## config.mk

```make
export PLATFORM = sky130hd
export DESIGN_NAME = uart_receiver
export DESIGN_NICKNAME = d
export VERILOG_FILES = /design/src/rtl/uart_receiver.sv
export SDC_FILE = /design/constraint.sdc
export NUM_CORES = 1
export LEC_CHECK = 0
export BUFFER_PORTS_ARGS = -buffer_cell sky130_fd_sc_hd__buf_2
export CORE_UTILIZATION = 40
export DETAILED_ROUTE_END_ITERATION = 7
export PLACE_DENSITY_LB_ADDON = 0.25
export SETUP_SLACK_MARGIN = 0.2
export SYNTH_ARGS = -nofsm -noshare
export SYNTH_HDL_FRONTEND = slang
export SYNTH_SLANG_ARGS = --single-unit
```

## constraint.sdc

```tcl
create_clock -name clk -period 4 [get_ports clk]
set_input_delay 0.2 -clock clk [delete_from_list [all_inputs] [get_ports clk]]
set_output_delay 0.2 -clock clk [all_outputs]
set_load 0.02 [all_outputs]
```

## src/rtl/uart_receiver.sv

```systemverilog
// uart_receiver: 8N1 UART receive path.
// Samples each bit at mid-bit after a 2-flop synchroniser. Each received byte
// goes into a one-entry output buffer. A stop bit sampled low produces a
// framing_error pulse, and a byte that arrives while the buffer is still full
// produces an overrun pulse.
//
// Output handshake: a byte moves to the consumer in any cycle where
// data_out_valid and data_out_ready are both high (a "fire"). data_out_valid
// stays high and data_out stays stable until that fire happens. Only reset
// can clear the buffer without a fire.
module uart_receiver #(
    parameter int CLOCK_FREQ = 125_000_000,
    parameter int BAUD_RATE  = 115_200
) (
    input  logic       clk,
    input  logic       rst,
    input  logic       serial_in,
    output logic [7:0] data_out,
    output logic       data_out_valid,
    input  logic       data_out_ready,
    output logic       framing_error,
    output logic       overrun,
    output logic [1:0] dbg_state
);

    // Baud timing. CLOCKS_PER_BIT must be at least 4 for the mid-bit sampling to work.
    localparam int CLOCKS_PER_BIT = CLOCK_FREQ / BAUD_RATE;
    localparam int HALF_BIT       = CLOCKS_PER_BIT / 2;
    localparam int CW             = $clog2(CLOCKS_PER_BIT) + 1;

    localparam logic [CW-1:0] HALF_LAST = CW'(HALF_BIT - 1);
    localparam logic [CW-1:0] BIT_LAST  = CW'(CLOCKS_PER_BIT - 1);

    typedef enum logic [1:0] {
        ST_IDLE  = 2'd0,
        ST_START = 2'd1,
        ST_DATA  = 2'd2,
        ST_STOP  = 2'd3
    } state_e;

    state_e          state_q;
    logic [CW-1:0]   cnt_q;
    logic [2:0]      idx_q;
    logic [7:0]      shift_q;
    logic [7:0]      data_q;
    logic            valid_q;
    logic            ferr_q;
    logic            ovr_q;
    logic            sync1_q;
    logic            sync2_q;
    logic            fire;

    assign fire           = valid_q & data_out_ready;
    assign data_out       = data_q;
    assign data_out_valid = valid_q;
    assign framing_error  = ferr_q;
    assign overrun        = ovr_q;
    assign dbg_state      = state_q;

    // Two-flop synchroniser. It resets to the idle (high) line level.
    always_ff @(posedge clk or negedge rst) begin
        if (!rst) begin
            sync1_q <= 1'b1;
            sync2_q <= 1'b1;
        end else begin
            sync1_q <= serial_in;
            sync2_q <= sync1_q;
        end
    end

    // Receive FSM together with the output buffer and the single-cycle flags.
    always_ff @(posedge clk or negedge rst) begin
        if (!rst) begin
            state_q <= ST_IDLE;
            cnt_q   <= '0;
            idx_q   <= 3'd0;
            shift_q <= 8'h00;
            data_q  <= 8'h00;
            valid_q <= 1'b0;
            ferr_q  <= 1'b0;
            ovr_q   <= 1'b0;
        end else begin
            // Flags are pulses, so they default low every cycle.
            ferr_q <= 1'b0;
            ovr_q  <= 1'b0;

            // The consumer has taken the byte. A delivery later in this
            // cycle can refill the buffer.
            if (fire) begin
                valid_q <= 1'b0;
            end

            case (state_q)
                ST_IDLE: begin
                    cnt_q <= '0;
                    idx_q <= 3'd0;
                    if (!sync2_q) begin
                        state_q <= ST_START;
                    end
                end

                ST_START: begin
                    if (cnt_q == HALF_LAST) begin
                        cnt_q <= '0;
                        // If the line is back high at mid start bit, the low was a glitch.
                        if (!sync2_q) begin
                            state_q <= ST_DATA;
                        end else begin
                            state_q <= ST_IDLE;
                        end
                    end else begin
                        cnt_q <= cnt_q + CW'(1);
                    end
                end

                ST_DATA: begin
                    if (cnt_q == BIT_LAST) begin
                        cnt_q   <= '0;
                        // Bits arrive LSB first, so shifting right leaves the byte LSB-aligned.
                        shift_q <= {sync2_q, shift_q[7:1]};
                        if (idx_q == 3'd7) begin
                            state_q <= ST_STOP;
                        end else begin
                            idx_q <= idx_q + 3'd1;
                        end
                    end else begin
                        cnt_q <= cnt_q + CW'(1);
                    end
                end

                ST_STOP: begin
                    if (cnt_q == BIT_LAST) begin
                        cnt_q   <= '0;
                        // Going back to IDLE at mid stop bit lets the FSM catch a start edge that follows immediately.
                        state_q <= ST_IDLE;
                        if (sync2_q) begin
                            if (!valid_q || fire) begin
                                data_q  <= shift_q;
                                valid_q <= 1'b1;
                            end else begin
                                ovr_q <= 1'b1;
                            end
                        end else begin
                            ferr_q <= 1'b1;
                        end
                    end else begin
                        cnt_q <= cnt_q + CW'(1);
                    end
                end

                default: begin
                    state_q <= ST_IDLE;
                    cnt_q   <= '0;
                end
            endcase
        end
    end

endmodule

```

Word-level counts from Yosys, hierarchy flattened --
Cells that the tools add are included.
Word-level totals: input bits 4, logic and storage cells 59, output and inout bits 13, register bits 38
Cells by class: bitwise gates (word level) 1, add/sub/neg operators 2, multiplexer cells 25, eq/ne operators 12, reductions and logical operators 9
Operators with widths (count):
- 12-bit case mux with 3 select lines | 1
- 12-bit 2-to-1 mux | 2
- 12-bit by 1-bit adder with 12-bit output (second input constant) | 1
- 12-bit by 10-bit == test with 1-bit output (second input constant) | 1
- 12-bit by 11-bit == test with 1-bit output (second input constant) | 1
- 1-bit 2-to-1 mux | 12
- 2-bit 2-to-1 mux | 6
- 2-bit != test (second input constant) | 6
- 2-bit case mux with 4 select lines | 1
- 3-bit 2-to-1 mux | 2
- 3-bit case mux with 2 select lines | 1
- 5-bit AND reduction | 1
- 2-bit == test (second input constant) | 2
- 4-bit AND reduction | 1
- 3-bit by 1-bit adder with 3-bit output (second input constant) | 1
- 3-bit == test (second input constant) | 1
- 3-bit AND reduction | 1
- 2-bit by 1-bit == test with 1-bit output (second input constant) | 1
- 2-bit zero test | 1
- 2-bit AND reduction | 1
- 2-bit nonzero test | 1
- 2-bit OR reduction | 1
- 1-bit bitwise AND | 1
- 1-bit zero test | 1
- 1-bit logical OR | 1

Logic depth before layout (Yosys ltp) --
depth after elaboration 6, gate-level depth with buffers 7, gate-level depth less buffers 6

Worst setup path after synthesis --
Ideal clock, no wire load.
path kind register to register, start point register cnt_q[7], end point register cnt_q[2], clock period less this slack 2.029 ns, arrival 1.910 ns, library setup time 0.119 ns, path buffers 1, path slack 1.971 ns, required time 3.881 ns, cell stages (with the launch flop) 6, path through dfrtp_1 or4_4 or4_4 a22oi_4 buf_6 nor2_2
Between the ends: cells in the longest elaborated chain, start to end 3, elaborated cells between the ends (all ways) 5, those cells by class eq/ne: 2; mux: 3
Ends and longest elaborated chain:
- start: declaration | line 42 | logic [CW-1:0] cnt_q;
- start signal: assignment | line 112 | cnt_q <= cnt_q + CW'(1);
- start signal: assignment | line 127 | cnt_q <= cnt_q + CW'(1);
- start signal: assignment | line 147 | cnt_q <= cnt_q + CW'(1);
- 12-bit by 11-bit == test with 1-bit output or 12-bit by 10-bit == test with 1-bit output (tied branches) | line 117, 132, 103
- 12-bit 2-to-1 mux (on tied branches) | line 117, 132, 103
- 12-bit case mux with 3 select lines (*) | line 93 | case (state_q)
Mark *: on every way between the ends. The rest lies on a longest branch, timed or not. A chain may end at the register's enable or synchronous reset.

Final worst setup path --
start point register cnt_q[6], end point register cnt_q[4]
The elaborated chain is that of the path after synthesis.

==> impl_metrics.tcl <==
set metrics [dict create \
    synthTopCellsByArea "dfrtp_1 51%, mux2_2 8.9%, ha_1 3.5%" \
    finalNetCount 170 \
    initial_utilization_pct 43.1 \
    gp_congestion 0.829 \
    postSynthCellCount 141 \
    p_clk_share_pct 44.9 \
    r2r-start "cnt_q[6]" \
    critical_path_class "flip-flop to flip-flop" \
    grt_pass1_wl_mm 4.96 \
    seq_power_share_pct 53.9 \
    grt_usage_pct 14.7 \
    p_int_mw 0.572 \
    ys.flop_type "dfrtp_1" \
    regArea_um2 953 \
    fill_cells 364 \
    dieArea_um2 4700 \
    die_y_um 68.6 \
    r2r_slack_ns 1.73 \
    antenna_found_initial 0 \
    yosys_warnings 0 \
    fin_tns_setup_ns 0 \
    die_x_um 68.6 \
    cts_resized 0 \
    synth_xor_area_share_pct 4.94 \
    fin_util_pct 48.8 \
    netlist_area_um2 1770 \
    drt-wirelength-per-cell_um 14.4 \
    timing.final.crit_share_pct 56.8 \
    synth_compound_area_share_pct 4.52 \
    slew_headroom_pct 45.1 \
    cts_buffers 5 \
    power-per-cell-area_nw_per_um2 357 \
    core_um2 4120 \
    synthArstFlopShare_pct 100 \
    synth_edf_count 0 \
    stdcell_count 212 \
    pwr-share-comb_pct 1.2 \
    ios 17 \
    grt_pass1_vias 1072 \
    multi_input_area_um2 779 \
    vdd_drop_max_mv 0.184 \
    crit_top_cell "or4_4" \
    critPathSlowestCell "or4_4" \
    design_area_um2 2010 \
    via_per_inst 5.30 \
    endpoint "cnt_q[4]" \
    root_buffer "clkbuf_8" \
    rr_endpoint "cnt_q[4]" \
    ff2ff_path_depth 4 \
    p_switching_mw 0.144 \
    synth-adder-area-share_pct 3.53 \
    final_cell_mix "36 x dfrtp_1, 16 x buf_2, 14 x mux2_2" \
    fin_worst_skew_ns 0.0104 \
    fin_crit_ns 2.27 \
    cts_tree "done" \
    worstPathRequired_ns 4.15 \
    synth_nets 150 \
    detail_route.first_pass.iterations 4 \
    synth_top_family_by_area "simple AND/OR/NAND/NOR gates" \
    cp_max_fo 12 \
    drtAntennaViolNets 0 \
    final_common_cell "dfrtp_1" \
    synth_seq_area_share_pct 53.8 \
    clock_path_buffers 2 \
    grt-ovfl-total 0 \
    startpoint_type "flip-flop" \
    synthDistinctLibCells 36 \
    post_cts_buffers 0 \
    synth_mux_area_share_pct 10.2 \
    switching_share_pct 20.1 \
    dp_hpwl_mm 2.15 \
    synthToLayoutAreaGrowth_pct 13.3 \
    hold_class "input pin to async pin" \
    fmax_ghz 0.440 \
    wl_mm 3.05 \
    clk_latency_ns 0.29 \
    synth_top_area_share_pct 50.8 \
    drc 0 \
    drv_slew 0 \
    outcome "completed" \
    yosysTopAreaCell "dfrtp_1" \
    routed-via-count 1123 \
    arrival_ns 2.42 \
    drtIter0Drc 79 \
    htreeDepth 2 \
    io_buffers 16 \
    rsz0062_at_grt "false" \
    total_power_mw 0.717 \
    grt_max_degree 39 \
    clock_sinks 38 \
    antenna_cells 0 \
    critPathCaptureType "flip-flop" \
    ys_seq_elements 38 \
    max_stage_delay_ns 0.59 \
    hold_viol 0 \
    path_cells "or4_4, or4_4, a22oi_4, a211oi_1" \
    drive_above_1_share_pct 35.8 \
    setup_viol_count_final 0 \
    fp-row-count 23 \
    leakagePower_nw 0.941 \
    worstMarginPinSlew_ns 0.823 \
    crit_start "cnt_q[6]" \
    synth-simple-area-share_pct 20.8 \
    dp_cells 204 \
    maxCapViolCount 0 \
    placed_cell_area_um2 1890 \
    avgSynthCellArea_um2 12.6 \
    clkTransAtPathRegs_ns 0.08 \
    hold_buffers 0 \
]
-- cells by family (layout without fill, tap and decap cells) --
group,after synthesis,after routing
and+or+nand+nor,55,55
DFF,38,38
muxes,16,16
xor gates and xnor gates,10,10
AOI/OAI and AO/OA,9,9
buffers and inverters,8,29
adders and majority gates,5,5
-- registers in the layout, summed over array words and instances (netlist names), named ones only --
| name | count |
|---|---|
| sync1_q | 1 |
| dbg_state | 1 |
| overrun | 1 |
| sync2_q | 1 |
| idx_q | 3 |
| data_out_valid | 1 |
| data_out | 8 |
| shift_q | 8 |
| framing_error | 1 |
| cnt_q | 12 |
-- layout make-up --
cell class                      count  area share, %
Clock buffer                        5           3.43
Clock inverter                      3           2.24
Inverter                            5          0.935
Multi-Input combinational cell     95           38.8
Sequential cell                    38           47.5
Tap cell                           50           3.12
Timing Repair Buffer               16           3.99
-- worst max-delay path: cells and delay by family (launching register included) --
family,cells,cell delay (ns)
AOI/OAI and AO/OA,2,0.58
and+or+nand+nor,2,1.13
DFF,1,0.42
-- synthesized netlist by cell type (2+ instances only) --
library cell	count
xnor2_1	3
nor2_2	10
nor2b_1	3
mux2_1	2
and4_1	2
dfrtp_1	36
nand3b_1	3
or4_4	3
nor2_1	2
ha_1	5
o211ai_1	3
nor4_4	2
inv_1	5
and3_1	2
xor2_1	7
mux2_2	14
nand2_1	13
nand3_1	4
nand4_1	4
dfstp_2	2
-- per-layer routing --
layer,track usage (%),routed length (um),up-vias
met4,5.47,17,0
li1,-,-,536
met3,4.44,103,2
met1,18.9,1470,569
met5,0,0,-
met2,23.4,1460,16
-- metrics by stage --
stage               hold slack, ns  setup slack [ns]
global route               0.00450              1.65
detailed placement           0.312              1.73
finish                     0.00464              1.73
floorplan                  -0.0956              1.97
CTS                        0.00878              1.72
global placement             0.314              1.79
-- power by group through the flow --
stage                     Clock, mW  Combinational (mW)  Sequential (mW)
after CTS                     0.332             0.00913            0.386
after global routing          0.352              0.0103            0.387
after floorplan                   0            0.000166            0.394
final                         0.322             0.00841            0.387
after detailed placement          0             0.00912            0.394
after global placement            0             0.00883            0.394
-- how the worst min path moves through the flow --
| stage | from | endpoint | depth (start not counted) |
|---|---|---|---|
| finish | rst | idx_q[2] | 1 |
| floorplan | rst | async pin | 0 |
| global route | serial_in | sync1_q | 1 |
| global placement | serial_in | sync1_q | 1 |
| CTS | serial_in | sync1_q | 1 |
| detailed placement | serial_in | sync1_q | 1 |
Note: power is estimated with default switching activity, not from simulation.
